===== src/rtl/branch_predictor_pkg.sv =====
// ---------------------------------------------------------------------------
// branch_predictor_pkg
// Purpose : Shared definitions for the branch direction predictor and the
//           EX-stage branch resolver.
//           - BRANCH_* control codes carried from ID/EX. Codes 5-7 are
//             undefined and behave as NOP.
//           - The 2-bit saturating counter type and its reset value,
//             CNT_WNT (weakly not-taken).
//           - A saturating counter update helper.
// Ports   : none (package)
// ---------------------------------------------------------------------------
package branch_predictor_pkg;

  typedef enum logic [2:0] {
    BRANCH_NOP = 3'd0,
    BRANCH_EQ  = 3'd1,
    BRANCH_NEQ = 3'd2,
    BRANCH_LTZ = 3'd3,
    BRANCH_GTZ = 3'd4
  } branch_ctrl_t;

  typedef logic [1:0] cnt_t;

  localparam cnt_t CNT_SNT = 2'b00;  // strongly not-taken
  localparam cnt_t CNT_WNT = 2'b01;  // weakly not-taken, reset value
  localparam cnt_t CNT_STK = 2'b11;  // strongly taken

  // Move the counter one step toward the resolved direction, holding at
  // either end rather than wrapping.
  function automatic cnt_t cnt_update(input cnt_t c, input logic taken);
    cnt_t r;
    r = c;
    if (taken) begin
      if (c != CNT_STK) r = c + 2'b01;
    end else begin
      if (c != CNT_SNT) r = c - 2'b01;
    end
    return r;
  endfunction

endpackage


===== src/rtl/branch_predictor_cond_eval.sv =====
// ---------------------------------------------------------------------------
// branch_cond_eval
// Purpose : Combinational branch condition table. Maps the ID/EX branch
//           control code and the ALU flags to the resolved direction.
//           Codes that do not name a branch (NOP and the undefined codes
//           5-7) report "not a branch" and not-taken.
// Ports   :
//   i_ctrl      in  3  BRANCH_* code
//   i_zero      in  1  ALU zero flag
//   i_negative  in  1  ALU negative flag
//   o_taken     out 1  resolved direction
//   o_is_branch out 1  code names a real conditional branch
// ---------------------------------------------------------------------------
module branch_cond_eval
  import branch_predictor_pkg::*;
(
  input  logic [2:0] i_ctrl,
  input  logic       i_zero,
  input  logic       i_negative,
  output logic       o_taken,
  output logic       o_is_branch
);

  always_comb begin
    o_taken     = 1'b0;
    o_is_branch = 1'b0;
    case (i_ctrl)
      BRANCH_EQ: begin
        o_is_branch = 1'b1;
        o_taken     = i_zero;
      end
      BRANCH_NEQ: begin
        o_is_branch = 1'b1;
        o_taken     = ~i_zero;
      end
      BRANCH_LTZ: begin
        // "less than or equal to zero": negative or exactly zero
        o_is_branch = 1'b1;
        o_taken     = i_negative | i_zero;
      end
      BRANCH_GTZ: begin
        o_is_branch = 1'b1;
        o_taken     = ~(i_negative | i_zero);
      end
      default: begin
        o_is_branch = 1'b0;
        o_taken     = 1'b0;
      end
    endcase
  end

endmodule


===== src/rtl/branch_predictor.sv =====
// ---------------------------------------------------------------------------
// branch_predictor
// Purpose : Dynamic direction predictor and EX-stage branch resolver.
//           IF looks up a table of 2-bit saturating counters with zero
//           latency. EX resolves the branch condition, flags a mispredict
//           against the prediction carried down the pipe, and trains the
//           counter at the carried index.
//           MODE=0 indexes the table by PC (bimodal). MODE=1 XORs the PC
//           index with a non-speculative global history register (gshare).
// Optional: define BRANCH_PERF_EN to add the perf_branches / perf_mispred
//           counters and ports. Without it they do not exist.
// Ports   :
//   clk            in  1      pipeline clock
//   rst_n          in  1      asynchronous active-low reset
//   if_pc          in  PC_W   PC of the instruction in IF
//   if_pred_taken  out 1      prediction for if_pc (combinational)
//   if_pred_idx    out IDX_W  table index used for if_pc
//   ex_valid       in  1      EX holds a real instruction
//   ex_stall       in  1      EX frozen; no training this cycle
//   ex_branch_ctrl in  3      BRANCH_* code
//   ex_zero        in  1      ALU zero flag
//   ex_negative    in  1      ALU negative flag
//   ex_pred_taken  in  1      prediction made in IF for this instruction
//   ex_pred_idx    in  IDX_W  index used in IF for this instruction
//   ex_taken       out 1      resolved direction (combinational)
//   ex_mispredict  out 1      resolved direction differs from prediction
//   perf_branches  out 32     [BRANCH_PERF_EN] resolved-branch count
//   perf_mispred   out 32     [BRANCH_PERF_EN] mispredict count
// ---------------------------------------------------------------------------
module branch_predictor
  import branch_predictor_pkg::*;
#(
  parameter int IDX_W  = 6,
  parameter int HIST_W = 6,
  parameter int MODE   = 0,
  parameter int PC_W   = 32
) (
  input  logic             clk,
  input  logic             rst_n,
  input  logic [PC_W-1:0]  if_pc,
  output logic             if_pred_taken,
  output logic [IDX_W-1:0] if_pred_idx,
  input  logic             ex_valid,
  input  logic             ex_stall,
  input  logic [2:0]       ex_branch_ctrl,
  input  logic             ex_zero,
  input  logic             ex_negative,
  input  logic             ex_pred_taken,
  input  logic [IDX_W-1:0] ex_pred_idx,
  output logic             ex_taken,
  output logic             ex_mispredict
`ifdef BRANCH_PERF_EN
  ,
  output logic [31:0]      perf_branches,
  output logic [31:0]      perf_mispred
`endif
);

  localparam int DEPTH = 2 ** IDX_W;

  cnt_t             r_cnt [DEPTH];
  logic [IDX_W-1:0] w_pc_idx;
  logic [IDX_W-1:0] w_hist_idx;
  logic             w_taken;
  logic             w_is_branch;
  logic             w_train;
  logic             w_unused_pc;

  // Instructions are word aligned, so the two low PC bits carry no
  // information; the bits above the index are simply aliased.
  assign w_pc_idx    = if_pc[IDX_W+1:2];
  assign w_unused_pc = ^{if_pc[PC_W-1:IDX_W+2], if_pc[1:0]};

  branch_cond_eval u_cond (
    .i_ctrl      (ex_branch_ctrl),
    .i_zero      (ex_zero),
    .i_negative  (ex_negative),
    .o_taken     (w_taken),
    .o_is_branch (w_is_branch)
  );

  assign ex_taken      = w_taken;
  assign ex_mispredict = ex_valid & w_is_branch & (w_taken != ex_pred_taken);

  // A stalled EX will present the same branch again next cycle, so it is
  // only counted once: on the cycle it actually leaves EX.
  assign w_train = ex_valid & ~ex_stall & w_is_branch;

  // Global history is updated only at resolve time, so it never needs
  // repair after a flush.
  generate
    if (MODE == 1) begin : g_gshare
      logic [HIST_W-1:0] r_ghr;

      if (HIST_W > 1) begin : g_shift
        always_ff @(posedge clk or negedge rst_n) begin
          if (!rst_n) begin
            r_ghr <= '0;
          end else if (w_train) begin
            r_ghr <= {r_ghr[HIST_W-2:0], w_taken};
          end
        end
      end else begin : g_single
        always_ff @(posedge clk or negedge rst_n) begin
          if (!rst_n) begin
            r_ghr <= '0;
          end else if (w_train) begin
            r_ghr <= w_taken;
          end
        end
      end

      // History is zero-extended at the top to the index width.
      assign w_hist_idx = IDX_W'(r_ghr);
    end else begin : g_bimodal
      assign w_hist_idx = '0;
    end
  endgenerate

  assign if_pred_idx = w_pc_idx ^ w_hist_idx;

  // No write-to-read bypass: an IF lookup in the same cycle as an EX update
  // of that entry sees the pre-update counter.
  assign if_pred_taken = rst_n & r_cnt[if_pred_idx][1];

  always_ff @(posedge clk or negedge rst_n) begin
    if (!rst_n) begin
      for (int i = 0; i < DEPTH; i++) begin
        r_cnt[i] <= CNT_WNT;
      end
    end else if (w_train) begin
      r_cnt[ex_pred_idx] <= cnt_update(r_cnt[ex_pred_idx], w_taken);
    end
  end

`ifdef BRANCH_PERF_EN
  logic [31:0] r_perf_branches;
  logic [31:0] r_perf_mispred;

  // Free-running 32-bit counters; wrap-around is expected on long runs.
  always_ff @(posedge clk or negedge rst_n) begin
    if (!rst_n) begin
      r_perf_branches <= '0;
      r_perf_mispred  <= '0;
    end else if (w_train) begin
      r_perf_branches <= r_perf_branches + 32'd1;
      if (ex_mispredict) begin
        r_perf_mispred <= r_perf_mispred + 32'd1;
      end
    end
  end

  assign perf_branches = r_perf_branches;
  assign perf_mispred  = r_perf_mispred;
`endif

endmodule


===== config.mk =====
export PLATFORM = sky130hd
export DESIGN_NAME = branch_predictor
export DESIGN_NICKNAME = d
export VERILOG_FILES = /design/src/rtl/branch_predictor_pkg.sv /design/src/rtl/branch_predictor_cond_eval.sv /design/src/rtl/branch_predictor.sv
export SDC_FILE = /design/constraint.sdc
export NUM_CORES = 1
export LEC_CHECK = 0
export ABC_AREA = 1
export CAP_MARGIN = 5
export CORE_ASPECT_RATIO = 1.75
export CORE_MARGIN = 3
export CORE_UTILIZATION = 40
export DETAILED_ROUTE_END_ITERATION = 7
export HOLD_SLACK_MARGIN = 0.02
export PLACE_DENSITY = 0.6
export SYNTH_ARGS = -nofsm -noshare
export SYNTH_HDL_FRONTEND = slang
export SYNTH_SLANG_ARGS = --single-unit

===== constraint.sdc =====
create_clock -name clk -period 4.2 [get_ports clk]
set_clock_uncertainty 0.1 [all_clocks]
set_input_delay 0.84 -clock clk [delete_from_list [all_inputs] [get_ports clk]]
set_output_delay 0.84 -clock clk [all_outputs]
set_load 0.02 [all_outputs]

==> run metrics, run 1 <==
status complete, no violations; multi-input logic area 3630 sq um; DRC violations left 0; CTS H-tree depth 4; I/O pins between 50 and 60; DPL Wire Length 16,800 um; RSZ-0062 raised after global routing no; Mapped Cells around 1,200; Yosys reg bits 128; post_cts resized 0; worst reg2reg setup slack 1.78 ns; post-synthesis sequential area ratio 41.0%; Sw Pwr 0.956 mW; Area Growth Syn to Fin 15.8%; DRT iter0 DRCs 632; drt pass-1 iters 5; # fillers 2,009; Reg area 3280 sq um; drt wl/cell 16.4 um; Place WS 0.0263 ns; Via-to-Cell Ratio between 5 and 6; Port Buffers 30; Largest Register r_cnt; Num CTS Buffers 17; combinational share of power about 14%; P per Cell Area roughly 380 nW/um^2; Slew HR between 30% and 40%; reg2reg path depth 13; Layout Cells excl Fill 1,499; Leak 4.47 nW; initial antenna violation count 0; WP data arrival approximately 2.9 ns; Initial Util 41.2%; clock network power share 48.7%; Worst-Margin Slew 1.02 ns; fin area 9280 sq um; clock period minus worst slack 3.80 ns; leading registers by flop count r_cnt (128); MaxCap Viol Count 0; # Post-CTS Setup Buffers 0; syn nets 1,266; post-synth top area cell nand2_1; number of global-route vias before repair 7,553; Horiz. Die Dim 113 um; most area-consuming cells after synthesis nand2_1, dfstp_2, dfrtp_1; Routed Antenna Nets 0; period utilization 90.4%; gp weighted congestion 0.898; CTS tree built; Int Pwr roughly 2.6 mW; end of the critical path if_pred_taken; n_diodes 0; # hold bufs at CTS 0; Setup Viol. Count Final 0; Critical Path Sink Type output port; CP max FO 12; share of cells above drive strength 1 11.3%; Core Box Area 19,400 sq um; Yosys warnings 0; Worst-Skew Late Latency 0.43 ns; remaining global-route overflow 0; crit path kind in -> out; HP Class reg -> reg; first-pass GRT wire length 40,000 um; max reg flops 128; row count 67; setup ws final 0.402 ns; crit path from if_pc[3]; Reg power frac 37.3%; die area 21,800 sq um; Distinct cells, synth 26; post-synth top area share between 20% and 30%; CP Launch Type primary input; DR vias 7,645; largest net degree at the start of global routing 78; max-slew violation count 0; synthesized cell area 8010 sq um; nets between 1,000 and 1,500; clk slew on worst S/H paths 0.06 ns; Max IR drop VDD 207 uV; Root Buffer clkbuf_16; clock buffer depth 2; DP Area between 8000 and 9000 sq um; Fin. Hold Viols 0; setup TNS 0 ns; Tot GR Track Use 23.4%; final WL 24,600 um; Critical R2R Capture r_cnt[71]; die height 193 um; sw frac 26.8%; Required @ worst endpoint 3.26 ns; syn avg cell area 6.58 sq um; Clock Sink Count 128; fmax approximately 0.26 GHz; Placed Cells incl. Taps around 1,500; Critical R2R Launch r_cnt[90]
==> layer usage <==
metal / GRT usage [%] / part of all wire (%) / wire, um
met2: 39.8 / 50 / 12400
met4: 10.4 / 3.7 / 923
met1: 29.4 / 41 / 10000
met5: 0 / 0 / 0
met3: 2.81 / 5.3 / 1320
==> cell usage after synthesis <==
master      n
nand2_1   477
inv_1     189
nor2_1    130
nand3_1   113
dfrtp_1    64
dfstp_2    64
o211ai_1   37
o21ai_0    34
buf_2      17
buf_6      16
a21oi_1    11
o21ai_1    11
buf_4      10
clkbuf_1   10
nor3_1      9
o221ai_1    6
or2_2       4
nor2_2      3
or2_0       3
nand2_4     2
nand3b_1    2
nor2_4      2
clkinv_1    1
inv_2       1
nand2_2     1
or2_1       1
==> worst max-delay path: stages <==
cell	delay, ns
clkdlybuf4s50_1	0.58
buf_4	0.25
o21ai_0	0.11
nor2_1	0.09
a21oi_1	0.05
a21oi_1	0.12
nand2_1	0.09
nand3_1	0.15
nand3_1	0.09
a21oi_1	0.21
dlymetal6s2s_1	0.27
==> area by class of cell <==
cell class	count	share of cell area (%)
clock inverters	13	2.51
repair buffers	61	7.07
multi-input cells	846	39.2
well taps	241	3.25
flip-flops and latches	128	35.4
inverters	191	7.73
clock buffers	19	4.88
==> per-stage QoR <==
step,total power [mW],utilization [%],hold WS (ns)
4_1_cts,3.58,47.7,0.364
6_report,3.57,47.7,0.363
2_1_floorplan,1.66,-,0.343
5_1_grt,3.69,47.7,0.379
3_3_place_gp,1.85,44.2,0.349
3_5_place_dp,1.85,44.2,0.355
==> logic make-up (layout without fill, tap and decap cells) <==
family                 count (synthesis)  count (layout)  share of synthesized area (%)
DFF                                  128             128                           41.0
buffers and inverters                244             284                           13.7
AOI/OAI and AO/OA                     99              99                           7.62
and+or+nand+nor                      747             747                           37.7
==> worst min path at each step <==
| stage | start | endpoint | slack [ns] | cells past startpoint |
|---|---|---|---|---|
| 2_1_floorplan | r_cnt[38] | r_cnt[38] | 0.34 | 2 |
| 3_3_place_gp | r_cnt[26] | r_cnt[26] | 0.35 | 2 |
| 3_5_place_dp | r_cnt[68] | r_cnt[68] | 0.36 | 2 |
| 4_1_cts | r_cnt[26] | r_cnt[26] | 0.36 | 2 |
| 5_1_grt | r_cnt[32] | r_cnt[32] | 0.38 | 2 |
| 6_report | r_cnt[68] | r_cnt[68] | 0.36 | 2 |
==> cell usage in the layout, fill, tap and decap left out, types with 3 or more instances in the layout <==
master | synthesis | routed
o21ai_0 | 34 | 34
clkinvlp_4 | 0 | 4
buf_4 | 10 | 23
nor2_1 | 130 | 130
nand2_1 | 477 | 477
nand3_1 | 113 | 113
clkdlybuf4s50_1 | 0 | 27
buf_12 | 0 | 10
nor2_2 | 3 | 3
nor3_1 | 9 | 9
bufinv_16 | 0 | 6
o221ai_1 | 6 | 6
o211ai_1 | 37 | 37
clkbuf_16 | 0 | 17
o21ai_1 | 11 | 11
inv_1 | 189 | 189
or2_0 | 3 | 3
dfstp_2 | 64 | 64
or2_2 | 4 | 4
a21oi_1 | 11 | 11
dfrtp_1 | 64 | 64
==> power by group through the flow <==
stage | Clock (mW) | Sequential [mW] | Combinational (mW)
after global routing | 1.80 | 1.34 | 0.551
final | 1.74 | 1.33 | 0.498
after global placement | 0 | 1.35 | 0.497
after floorplan | 0 | 1.34 | 0.317
after detailed placement | 0 | 1.35 | 0.501
after CTS | 1.75 | 1.33 | 0.503
Note: power is estimated with default switching activity, not from simulation.
==> run 2: changes to the inputs <==
Settings changed: CORE_MARGIN 3 to unset, HOLD_SLACK_MARGIN 0.02 to unset, SLEW_MARGIN set to 20.
==> run 2 against run 1 <==
Net effect:
- first-iteration DRC count is 10% lower
- clock power is 13% lower
- flip-flop and latch count stayed put
- sequential share of layout area is 0.64 points higher
- sequential power hardly changed
- count of clock-buffer cells in the layout is 2 higher
- critical path depth is 1 lower
==> run metrics, run 2 (same netlist as run 1, synthesis figures left out) <==
status complete, no violations; crit-path max cell delay 0.60 ns (+0.02 ns); RSZ-0062 raised after global routing no; row count 68 (+1.5%); initial antenna violation count 0 (unchanged); first-pass GRT wire length 39,600 um (-1.0%); nets 1,286 (-0.54%); Setup Viol. Count Final 0 (unchanged); drt pass-1 iters 5 (unchanged); HP Class reg -> reg; Root Buffer clkbuf_16; leading cell type in the layout, fill and taps excluded nand2_1; n_diodes 0 (unchanged); gp weighted congestion 0.875 (-2.6%); hold_sp r_cnt[122]; Routed Antenna Nets 0 (unchanged); # hold bufs at CTS 0 (unchanged); drt wl/cell 16.7 um (+1.9%); max-slew violation count 0 (unchanged); fmax 0.254 GHz (-3.6%); period utilization 93.8% (+3.4 points); CP bufs+invs 4 (+1); Worst-Margin Slew 1.03 ns (+0.00942 ns); Top Family by Delay on Critical Path buffers and inverters; Required @ worst endpoint 3.26 ns (about the same); CP Launch Type primary input; clock period minus worst slack 3.94 ns (+0.142 ns); share of cells above drive strength 1 10.6% (-0.74 points); Critical R2R Launch r_cnt[84]; Critical R2R Capture r_cnt[86]; setup ws final 0.260 ns (-0.142 ns); Largest Register r_cnt; clock buffer depth 2 (unchanged); remaining global-route overflow 0 (unchanged); Max IR drop VDD 291 uV (+40%); leading registers by flop count r_cnt (128); DR vias 7,671 (+0.34%); Final Util 46.4% (-1.3 points); critical path's slowest cell clkdlybuf4s50_1; reg2reg path depth 12 (-1); Worst-Skew Late Latency 0.43 ns (about the same); CP max FO 5 (-7); largest net degree at the start of global routing 87 (+12%); post_cts resized 0 (unchanged); crit path kind in -> out; end of the critical path ex_mispredict; die height 189 um (-2.1%); CP cell instances clkdlybuf4s50_1, or2_2, o21ai_0, inv_1, nor2_1, inv_1, nand2_1, nand3_1, nor2_1, clkdlybuf4s50_1; die area 20,600 sq um (-5.5%); commonest non-fill, non-tap cells in the layout nand2_1, inv_1, nor2_1; DRC violations left 0 (unchanged); Place WS 0.0784 ns (+0.0521 ns); # fillers 2,065 (+2.8%); # Post-CTS Setup Buffers 0 (unchanged); Num CTS Buffers 17 (unchanged); WP data arrival 3.00 ns (+0.14 ns); Core Box Area 19,700 sq um (+1.1%); Tot GR Track Use 25.9% (+2.5 points); max reg flops 128 (unchanged); Initial Util 40.8% (-0.43 points); WHS Path Cells 2 (unchanged); P per Cell Area 366 nW/um^2 (-4.7%); Leak 4.39 nW (-1.8%); CTS H-tree depth 4 (unchanged); DPL Wire Length 16,500 um (-1.4%); Critical Path Sink Type output port; Slew HR 31.1% (-0.63 points); number of global-route vias before repair 7,356 (-2.6%); setup TNS 0 ns (unchanged); Fin. Hold Viols 0 (unchanged); Port Buffers 30 (unchanged); Clock Sink Count 128 (unchanged); worst reg2reg setup slack 1.81 ns (+0.03 ns); DRT iter0 DRCs 566 (-10%); Via-to-Cell Ratio 5.13 (+0.54%); final WL 25,000 um (+1.7%); I/O pins 57 (unchanged); crit path from ex_zero; Area Growth Syn to Fin 13.7%; CTS tree built; clk slew on worst S/H paths 0.06 ns (about the same); Min Hold Slack 0.364 ns (+0.00119 ns); number of cells on the critical path 10 (-1); Horiz. Die Dim 109 um (-3.5%); MaxCap Viol Count 0 (unchanged)
run 2: cell count changes in the layout (fill, tap and decap cells not counted), moves of 2 or more:
cell	previous run	this run
clkbuf_1	0	3
clkinv_2	1	4
buf_12	10	8
bufinv_16	6	3
buf_4	23	17
run 2: final cells by class:
type / instances / area [sq um] / share of cell area [%]
Sequential cell: 128 / 3280 / 36.0
Clock inverter: 11 / 140 / 1.54
Clock buffer: 21 / 450 / 4.94
Timing Repair Buffer: 54 / 582 / 6.38
Inverter: 191 / 717 / 7.87
Multi-Input combinational cell: 846 / 3630 / 39.9
Tap cell: 245 / 307 / 3.36
run 2: metrics by stage:
| stage | instances | cell area, sq um | power [mW] |
|---|---|---|---|
| 2_1_floorplan | 1218 | 8010 | 1.66 |
| 3_3_place_gp | 1464 | 8520 | 1.84 |
| 3_5_place_dp | 1464 | 8520 | 1.84 |
| 4_1_cts | 1496 | 9110 | 3.36 |
| 5_1_grt | 1496 | 9110 | 3.46 |
| 6_report | 1496 | 9110 | 3.34 |
run 2: worst reg2reg max path, stage by stage (launching register included):
cell and delay, ns:
dfstp_2 0.37, inv_1 0.05, nand2_1 0.05, nand3_1 0.09, nand2_1 0.06, o21ai_0 0.35
nand2_1 0.10, nor2_1 0.22, nand3_1 0.16, nand2_4 0.28, buf_12 0.30, nand3_1 0.14
nand2_1 0.07
run 2: layer usage:
layer	up-vias	global-route usage [%]	share of wire (%)
met5	-	0	0
met1	3608	30.9	40
li1	3760	-	-
met2	233	42.6	49
met4	0	15.5	5.6
met3	70	4.72	5.7
run 2: power by group:
part | internal [mW] | switching [mW]
clock | 0.943 | 0.572
combinational | 0.151 | 0.341
sequential | 1.30 | 0.0293
total | 2.40 | 0.942
run 2: how the worst min path moves through the flow:
stage          slack, ns         end
2_1_floorplan       0.34   r_cnt[38]
3_3_place_gp        0.35  r_cnt[122]
3_5_place_dp        0.35  r_cnt[122]
4_1_cts             0.36  r_cnt[122]
5_1_grt             0.37   r_cnt[80]
6_report            0.36  r_cnt[122]
